[src/rtl/cordic_angle_reducer_if.sv]
// Handshake and data bundle for cordic_angle_reducer: input vector side and reduced output side.
// slave is the reducer's view of the bundle; master is the driving/consuming environment's view.
interface cordic_angle_reducer_if #(
    parameter int WIDTH = 32
);
    logic             in_valid;
    logic             in_ready;
    logic [1:0]       in_mode;
    logic [WIDTH-1:0] in_x;
    logic [WIDTH-1:0] in_y;
    logic [WIDTH-1:0] in_angle;

    logic             out_valid;
    logic             out_ready;
    logic [1:0]       out_mode;
    logic [WIDTH-1:0] out_x;
    logic [WIDTH-1:0] out_y;
    logic [WIDTH-1:0] out_angle;
    logic             out_flip;
    logic             out_err;

    modport slave (
        input  in_valid, in_mode, in_x, in_y, in_angle, out_ready,
        output in_ready, out_valid, out_mode, out_x, out_y, out_angle, out_flip, out_err
    );

    modport master (
        output in_valid, in_mode, in_x, in_y, in_angle, out_ready,
        input  in_ready, out_valid, out_mode, out_x, out_y, out_angle, out_flip, out_err
    );
endinterface

[src/rtl/cordic_angle_reducer.sv]
// Angle reducer feeding CORDIC_Rotation: folds circular-mode angles into [-pi/2, +pi/2].
// Optional linear z range check enabled by defining CORDIC_LINEAR_RANGE_CHECK_EN.
module cordic_angle_reducer #(
    parameter int WIDTH     = 32,
    parameter int RED_STEPS = 13,
    parameter int PI_Q      = 205887,
    parameter int HALF_PI_Q = 102944,
    parameter int ONE_Q     = 65536
) (
    input logic clock,
    input logic reset_n,
    cordic_angle_reducer_if.slave bus
);
    localparam int RW = 48;
    localparam int KW = $clog2(RED_STEPS + 1);
    localparam logic [1:0] MODE_CIRCULAR = 2'b00;
    localparam logic signed [RW-1:0] PI_R      = RW'(PI_Q);
    localparam logic signed [RW-1:0] TWO_PI_R  = RW'(2 * PI_Q);
    localparam logic signed [RW-1:0] HALF_PI_R = RW'(HALF_PI_Q);
`ifdef CORDIC_LINEAR_RANGE_CHECK_EN
    localparam logic signed [RW-1:0] ONE_R     = RW'(ONE_Q);
`endif

    typedef enum logic [2:0] {IDLE, REDUCE, FOLD, QUAD, LCHK, DONE} state_t;

    state_t state, state_nx;

    logic signed [RW-1:0] r;
    logic signed [RW-1:0] step;
    logic signed [RW-1:0] sr;
    logic signed [RW-1:0] ang_ext;
    logic                 neg;
    logic [KW-1:0]        k;
    logic [1:0]           mode_w;
    logic [WIDTH-1:0]     x_w, y_w;

    logic [1:0]           mode_q;
    logic [WIDTH-1:0]     x_q, y_q, ang_q;
    logic                 flip_q, err_q;
    logic                 in_ready_c, out_valid_c;

    function automatic logic [WIDTH-1:0] sat_neg(input logic [WIDTH-1:0] v);
        if (v == {1'b1, {(WIDTH-1){1'b0}}})
            return {1'b0, {(WIDTH-1){1'b1}}};
        return -v;
    endfunction

    // r holds |angle| through REDUCE; the sign lives in neg so |-2^WIDTH-1| stays exact
    assign ang_ext = RW'(signed'(bus.in_angle));
    assign step    = TWO_PI_R <<< k;
    assign sr      = neg ? -r : r;

    always_ff @(posedge clock or negedge reset_n) begin
        if (!reset_n) state <= IDLE;
        else          state <= state_nx;
    end

    always_comb begin
        state_nx    = state;
        in_ready_c  = 1'b0;
        out_valid_c = 1'b0;
        case (state)
            IDLE: begin
                in_ready_c = 1'b1;
                if (bus.in_valid)
                    state_nx = (bus.in_mode == MODE_CIRCULAR) ? REDUCE : LCHK;
            end
            REDUCE:  if (k == '0) state_nx = FOLD;
            FOLD:    state_nx = QUAD;
            QUAD:    state_nx = DONE;
            LCHK:    state_nx = DONE;
            DONE: begin
                out_valid_c = 1'b1;
                if (bus.out_ready) state_nx = IDLE;
            end
            default: state_nx = IDLE;
        endcase
    end

    always_ff @(posedge clock or negedge reset_n) begin
        if (!reset_n) begin
            r      <= '0;
            neg    <= 1'b0;
            k      <= '0;
            mode_w <= '0;
            x_w    <= '0;
            y_w    <= '0;
            mode_q <= '0;
            x_q    <= '0;
            y_q    <= '0;
            ang_q  <= '0;
            flip_q <= 1'b0;
            err_q  <= 1'b0;
        end else begin
            case (state)
                IDLE: if (bus.in_valid) begin
                    x_w    <= bus.in_x;
                    y_w    <= bus.in_y;
                    mode_w <= bus.in_mode;
                    neg    <= bus.in_angle[WIDTH-1];
                    r      <= bus.in_angle[WIDTH-1] ? -ang_ext : ang_ext;
                    k      <= KW'(RED_STEPS - 1);
                end
                REDUCE: begin
                    if (r >= step) r <= r - step;
                    if (k != '0) k <= k - 1'b1;
                end
                FOLD: begin
                    if (sr > PI_R)        r <= sr - TWO_PI_R;
                    else if (sr <= -PI_R) r <= sr + TWO_PI_R;
                    else                  r <= sr;
                end
                QUAD: begin
                    mode_q <= mode_w;
                    err_q  <= 1'b0;
                    if (r > HALF_PI_R || r < -HALF_PI_R) begin
                        ang_q  <= (r > HALF_PI_R) ? WIDTH'(r - PI_R) : WIDTH'(r + PI_R);
                        x_q    <= sat_neg(x_w);
                        y_q    <= sat_neg(y_w);
                        flip_q <= 1'b1;
                    end else begin
                        ang_q  <= r[WIDTH-1:0];
                        x_q    <= x_w;
                        y_q    <= y_w;
                        flip_q <= 1'b0;
                    end
                end
                LCHK: begin
                    mode_q <= mode_w;
                    x_q    <= x_w;
                    y_q    <= y_w;
                    flip_q <= 1'b0;
`ifdef CORDIC_LINEAR_RANGE_CHECK_EN
                    if (sr > ONE_R) begin
                        ang_q <= WIDTH'(ONE_R);
                        err_q <= 1'b1;
                    end else if (sr < -ONE_R) begin
                        ang_q <= WIDTH'(-ONE_R);
                        err_q <= 1'b1;
                    end else begin
                        ang_q <= sr[WIDTH-1:0];
                        err_q <= 1'b0;
                    end
`else
                    ang_q <= sr[WIDTH-1:0];
                    err_q <= 1'b0;
`endif
                end
                default: ;
            endcase
        end
    end

    assign bus.in_ready  = in_ready_c;
    assign bus.out_valid = out_valid_c;
    assign bus.out_mode  = mode_q;
    assign bus.out_x     = x_q;
    assign bus.out_y     = y_q;
    assign bus.out_angle = ang_q;
    assign bus.out_flip  = flip_q;
    assign bus.out_err   = err_q;
endmodule

[src/flat_wrapper.sv]
// flat-port wrapper written by rule: the top's interface ports become plain ports
module cordic_angle_reducer_flat 
#(
    parameter int WIDTH     = 32,
    parameter int RED_STEPS = 13,
    parameter int PI_Q      = 205887,
    parameter int HALF_PI_Q = 102944,
    parameter int ONE_Q     = 65536
)
  (clock, reset_n, bus_in_valid, bus_in_mode, bus_in_x, bus_in_y, bus_in_angle, bus_out_ready, bus_in_ready, bus_out_valid, bus_out_mode, bus_out_x, bus_out_y, bus_out_angle, bus_out_flip, bus_out_err);
  cordic_angle_reducer_if #(.WIDTH(WIDTH)) bus_i ();
  input logic clock;
  input logic reset_n;
  input wire logic [$bits(bus_i.in_valid)-1:0] bus_in_valid;
  input wire logic [$bits(bus_i.in_mode)-1:0] bus_in_mode;
  input wire logic [$bits(bus_i.in_x)-1:0] bus_in_x;
  input wire logic [$bits(bus_i.in_y)-1:0] bus_in_y;
  input wire logic [$bits(bus_i.in_angle)-1:0] bus_in_angle;
  input wire logic [$bits(bus_i.out_ready)-1:0] bus_out_ready;
  output wire logic [$bits(bus_i.in_ready)-1:0] bus_in_ready;
  output wire logic [$bits(bus_i.out_valid)-1:0] bus_out_valid;
  output wire logic [$bits(bus_i.out_mode)-1:0] bus_out_mode;
  output wire logic [$bits(bus_i.out_x)-1:0] bus_out_x;
  output wire logic [$bits(bus_i.out_y)-1:0] bus_out_y;
  output wire logic [$bits(bus_i.out_angle)-1:0] bus_out_angle;
  output wire logic [$bits(bus_i.out_flip)-1:0] bus_out_flip;
  output wire logic [$bits(bus_i.out_err)-1:0] bus_out_err;
  assign bus_i.in_valid = bus_in_valid;
  assign bus_i.in_mode = bus_in_mode;
  assign bus_i.in_x = bus_in_x;
  assign bus_i.in_y = bus_in_y;
  assign bus_i.in_angle = bus_in_angle;
  assign bus_i.out_ready = bus_out_ready;
  assign bus_in_ready = bus_i.in_ready;
  assign bus_out_valid = bus_i.out_valid;
  assign bus_out_mode = bus_i.out_mode;
  assign bus_out_x = bus_i.out_x;
  assign bus_out_y = bus_i.out_y;
  assign bus_out_angle = bus_i.out_angle;
  assign bus_out_flip = bus_i.out_flip;
  assign bus_out_err = bus_i.out_err;
  cordic_angle_reducer #(.WIDTH(WIDTH), .RED_STEPS(RED_STEPS), .PI_Q(PI_Q), .HALF_PI_Q(HALF_PI_Q), .ONE_Q(ONE_Q)) u_core (.clock(clock), .reset_n(reset_n), .bus(bus_i));
endmodule
[config.mk]
export PLATFORM = sky130hd
export DESIGN_NAME = cordic_angle_reducer_flat
export DESIGN_NICKNAME = d
export VERILOG_FILES = /design/src/rtl/cordic_angle_reducer_if.sv /design/src/rtl/cordic_angle_reducer.sv /design/src/flat_wrapper.sv
export SDC_FILE = /design/constraint.sdc
export NUM_CORES = 1
export LEC_CHECK = 0
export ABC_AREA = 1
export CAP_MARGIN = 20
export CORE_MARGIN = 2
export CORE_UTILIZATION = 49
export CTS_BUF_LIST = sky130_fd_sc_hd__clkbuf_4 sky130_fd_sc_hd__clkbuf_8
export CTS_CLUSTER_DIAMETER = 120
export CTS_CLUSTER_SIZE = 10
export DETAILED_ROUTE_END_ITERATION = 12
export GPL_TIMING_DRIVEN = 0
export MAX_ROUTING_LAYER = met4
export PLACE_DENSITY = 0.69
export SLEW_MARGIN = 20
export SYNTH_ARGS = -nofsm -noshare
export SYNTH_HDL_FRONTEND = slang
export SYNTH_SLANG_ARGS = --single-unit
[constraint.sdc]
create_clock -name clock -period 4.1 [get_ports clock]
set_input_delay 0.82 -clock clock [delete_from_list [all_inputs] [get_ports clock]]
set_output_delay 0.82 -clock clock [all_outputs]
set_load 0.05 [all_outputs]
### Yosys cells after proc, flatten, opt, wreduce, memory -nomap -nowiden

Cells that the tools add are included.

| word-level totals | value |
|---|---|
| memories | 0 |
| output and inout port bits | 102 |
| bits of input ports | 102 |
| register bits | 221 |
| RAM bits | 0 |
| bits in latches | 0 |
| memory bits (read-only) | 0 |

| cells by class | value |
|---|---|
| $add $sub $neg | 10 |
| shifts and indexed selects | 1 |
| divide/modulo/power cells | 0 |
| bitwise operators | 0 |
| reductions and logical operators | 13 |
| order comparisons | 5 |
| $mul | 0 |
| multiplexer cells | 36 |
| eq/ne operators | 12 |

Operator list:

| kind | number |
|---|---|
| $mux 48 | 6 |
| $mux 32 | 8 |
| $pmux 32 s2 | 3 |
| $pmux 48 s3 | 1 |
| $eq 32x32->1 const B | 2 |
| $neg 32->32 | 2 |
| $add 48x20->48 const B | 1 |
| $ge 48x48->1 | 1 |
| $gt 48x18->1 const B | 1 |
| $gt 48x19->1 const B | 1 |
| $le 48x19->1 const B | 1 |
| $lt 48x18->1 const B | 1 |
| $neg 32->48 | 1 |
| $neg 48->48 | 1 |
| $sshl 20x4->48 const A | 1 |
| $sub 48x20->48 const B | 1 |
| $sub 48x48->48 | 1 |
| $add 32x19->32 const B | 1 |
| $sub 32x19->32 const B | 1 |
| $pmux 3 s5 | 1 |
| $mux 3 | 4 |
| $mux 1 | 9 |
| $reduce_and 3->1 | 3 |
| $mux 4 | 2 |
| other kinds (17) | 23 |

### Longest topological paths before layout

| logic depth | value |
|---|---|
| depth after elaboration | 7 |
| mapped depth | 27 |
| gate-level depth less buffers | 25 |

### Least setup slack after synthesis

OpenSTA, ideal clock, no wires.

| timing path | value |
|---|---|
| path kind | flip-flop to flip-flop |
| start | register u_core.k[1] |
| end | register u_core.r[40] |
| data arrival time | 3.351 ns |
| setup time | 0.122 ns |
| cell stages (with the launch flop) | 19 |
| data required time | 3.978 ns |
| buffers on the path | 0 |
| slack | 0.627 ns |
| cell sequence | dfrtp_1 inv_1 ha_1 inv_1 ha_1 or2_2 ha_1 nand2_1 inv_1 a21oi_1 o21ai_2 a21oi_1 o21ai_0 nand2_1 o21ai_0 or2_2 or2_2 a21oi_1 a21oi_1 |

| on the way | value |
|---|---|
| word-level cells in the longest chain between the ends | 4 |
| elaborated cells between the ends (all ways) | 7 |

Ends and longest elaborated chain:

| what | line | text |
|---|---|---|
| start: declaration | cordic_angle_reducer.sv:33 | `logic [KW-1:0] k;` |
| start signal: assignment | cordic_angle_reducer.sv:102 | `k <= KW'(RED_STEPS - 1);` |
| start signal: assignment | cordic_angle_reducer.sv:106 | `if (k != '0) k <= k - 1'b1;` |
| $sshl 20x4->48 (*) | cordic_angle_reducer.sv:50 | `assign step = TWO_PI_R <<< k;` |
| $sub 48x48->48 / $ge 48x48->1 (equally long branches) | cordic_angle_reducer.sv:105 | `if (r >= step) r <= r - step;` |
| $mux 48 / $ne 2x1->1 (equally long branches) | n/a |  |
| $pmux 48 s3 / $reduce_and 3->1 (equally long branches) | n/a |  |
| end signal: assignment | cordic_angle_reducer.sv:105 |  |
| end signal: assignment | cordic_angle_reducer.sv:109 | `if (sr > PI_R) r <= sr - TWO_PI_R;` |
| end signal: assignment | cordic_angle_reducer.sv:110 | `else if (sr <= -PI_R) r <= sr + TWO_PI_R;` |
| end: declaration | cordic_angle_reducer.sv:28 | `logic signed [RW-1:0] r;` |

Every way passes the cells marked *; elsewhere a longest branch is shown, timed or not. The select of a mux whose other input is x is not followed.
A chain may end at the register's enable or synchronous reset.

### Worst setup path in the final report

| timing path | value |
|---|---|
| start | register u_core.k[2] |
| end | register u_core.r[27] |

Same word-level chain as after synthesis.

==> results.cfg <==
[critical_path]
r2r_start = u_core.k[2]
cp_max_fo = 10
crit_start = u_core.k[2]
cp.required_ps = 4610
crit_path_start_kind = flip-flop
crit_path_end_kind = flip-flop
timing_worst_setup_path_type = reg -> reg
cp_data_arrival_time_ps = 4560

[timing]
max_slew_margin_pct = 33.1
worst-slew-pin-transition_ps = 1000
clock-skew-final_ps = 30.7
drv_slew = 0
period_needed_ps = 4050
hold_viol = 0
setup_viol = 0
finalCritPeriodShare_pct = 98.9
fin_tns_setup_ps = 0
max_freq_mhz = 247

[logic_synthesis]
synthFlopType = dfrtp_1
synthesis.area_um2 = 22500
netlist_instances = 3740
synthArstFlopShare_pct = 100
syn_nets = 3901
synth_area_leaders = dfrtp_1 25%, nand2_1 17%, nor2_1 10%, nand3_1 6.3%, inv_1 6.2%
yosys_warnings = 0
synth_seq_cells = 221
netlist.area_leader.share_pct = 24.6
synth_top_area_cell = dfrtp_1
synth_edf_count = 0
ys_seq_area_share_pct = 24.6
yosys.cell_types.count = 65
syn_avg_cell_area_um2 = 6.01

[global_route]
grt_usage_pct = 44.6
grt_pass1_vias = 24944
grt_pass1_wl_mm = 155
overflow = 0
grt_max_degree = 101
antenna_found_initial = 3

[run]
drv_cap = 0

[run_status]
status = finished clean

[die]
core_um2 = 45300
dieArea_um2 = 47600
fp-row-count = 78
fp.dieH_um = 218
num_io_pins = 204
initial_core_util_pct = 49.6
die_w_um = 218

[finish]
syn_to_final_growth_pct = 17.0
layout-drive-gt1-share_pct = 9.52
nFillCells = 4778
final_util_pct = 58.1
final_cells = 4594
fin_nets = 4152
design_area_um2 = 26300

[clocking]
root_buffer = clkbuf_8
cts_hold_buf = 0
path_clk_slew_ps = 90
clkSinkCount = 221
cts-htree-levels = 1
worstSkewPairLatency_ps = 620
numCtsBuffers = 26
clk_path_buf_depth = 3
cts_tree = yes

[drt]
num_vias = 27624
antenna_left = 0
drcViolationCount = 0
drt_iter0_drc = 3813
first_pass_iters = 7
drt-total-wl_mm = 106
vias_per_cell = 6.01
avgRoutedWirePerCell_um = 23.0

[place]
gp_congestion = 1.13
place_area_um2 = 25300
dp.cells = 4544
hpwlAfterDp_mm = 85.9
port_buffers = 201

[hold_path]
hp-class = in -> async
area by class of cell:
type	instances	area, um2	area share, %
diodes	2	5.00	0.0190
multi-input cells	3009	15300	58.0
inverters	393	1490	5.67
flip-flops and latches	221	5550	21.1
repair buffers	224	2230	8.48
well taps	600	751	2.85
clock inverters	1	8.76	0.0333
plain buffers	116	631	2.40
clock buffers	28	379	1.44
Yosys cell counts (30+ instances only):
master	instances
nand3_1	283
clkbuf_1	62
a31oi_1	31
nand2_2	34
xor2_1	79
buf_2	32
nand2_1	993
dfrtp_1	221
ha_1	58
mux2_2	43
nor2_1	601
o21ai_1	32
nand4_1	52
inv_1	373
nor3_1	75
o21ai_0	226
o211ai_1	30
a21oi_1	252
cell families after synthesis:
family,after synthesis,synth area share (%)
AND/OR/NAND/NOR,2148,40.6
AO/OA/AOI/OAI,660,16.3
buffers and inverters,510,9.12
flip-flops,221,24.6
XOR/XNOR,98,3.85
adder cells (fa/ha/maj),59,3.32
multiplexers,43,2.15
other,1,0.0167
worst max-delay path: stages, from the launching register on:
cell and delay [ps]:
dfrtp_1 400, clkbuf_2 170, clkbuf_4 220, nand2_1 90, inv_1 50, o21ai_0 230
o21ai_0 180, ha_1 380, nand2_1 130, nor2_2 180, inv_1 70, nor3_1 240
nand3_2 240, o21ai_4 250, nand2_1 140, o311ai_4 140, nand2_2 90, buf_4 190
nor2_1 320, nand3_1 130, nand2_1 70, inv_1 30
sequential cells by signal (all words and copies together), names as in the netlist, 2 cells and up:
signal,flops
u_core.r,48
u_core.bus.out_angle,32
u_core.bus.out_x,32
u_core.bus.out_y,32
u_core.x_w,32
u_core.y_w,32
u_core.k,4
u_core.state,3
u_core.bus.out_mode,2
u_core.mode_w,2
final timing paths:
| check | endpoint | slack, ps | depth (start not counted) |
|---|---|---|---|
| max in group asynchronous | u_core.bus.out_y[14] | 3090 | 2 |
| max | u_core.r[27] | 50 | 21 |
| min in group clock | u_core.bus.out_mode[0] | 480 | 2 |
| min reg2reg | u_core.bus.out_mode[0] | 480 | 2 |
| max reg2reg | u_core.r[27] | 50 | 21 |
| min | u_core.bus.out_x[15] | 130 | 1 |
cells in the final DEF (no fill, tap or decap), drive strengths merged, types with 20 or more instances in the layout:
cell type / instances
or2: 26
inv: 388
clkdlybuf4s50: 200
nand3: 288
mux2: 43
o22ai: 20
xor2: 80
nor3: 76
dfrtp: 221
o21ai: 263
buf: 75
nor2: 631
clkbuf: 93
o211ai: 30
ha: 58
a21oi: 252
nand4: 52
a31oi: 31
nand2: 1032
routing by layer:
layer	GRT usage (%)	routed length [um]
met1	57.6	42200
met2	65.2	44400
met3	7.49	11600
met4	27.4	7670
met5	-	0
stage by stage:
stage	hold slack, ps	setup WS [ps]
floorplan	450	627
global placement	458	-7110
detailed placement	465	-814
CTS	138	9.68
global route	154	-22.4
finish	133	46.3
repair_timing:
action / CTS / global route
resized for setup: 71 / 98
endpoints found under the hold margin: 0 / 0
pin swaps: 3 / 15
setup endpoints to repair: 72 / 106
buffers inserted: 2 / 18
Power is not shown: default switching activity piles up to over one toggle a cycle in this logic, so the estimate is an artifact.
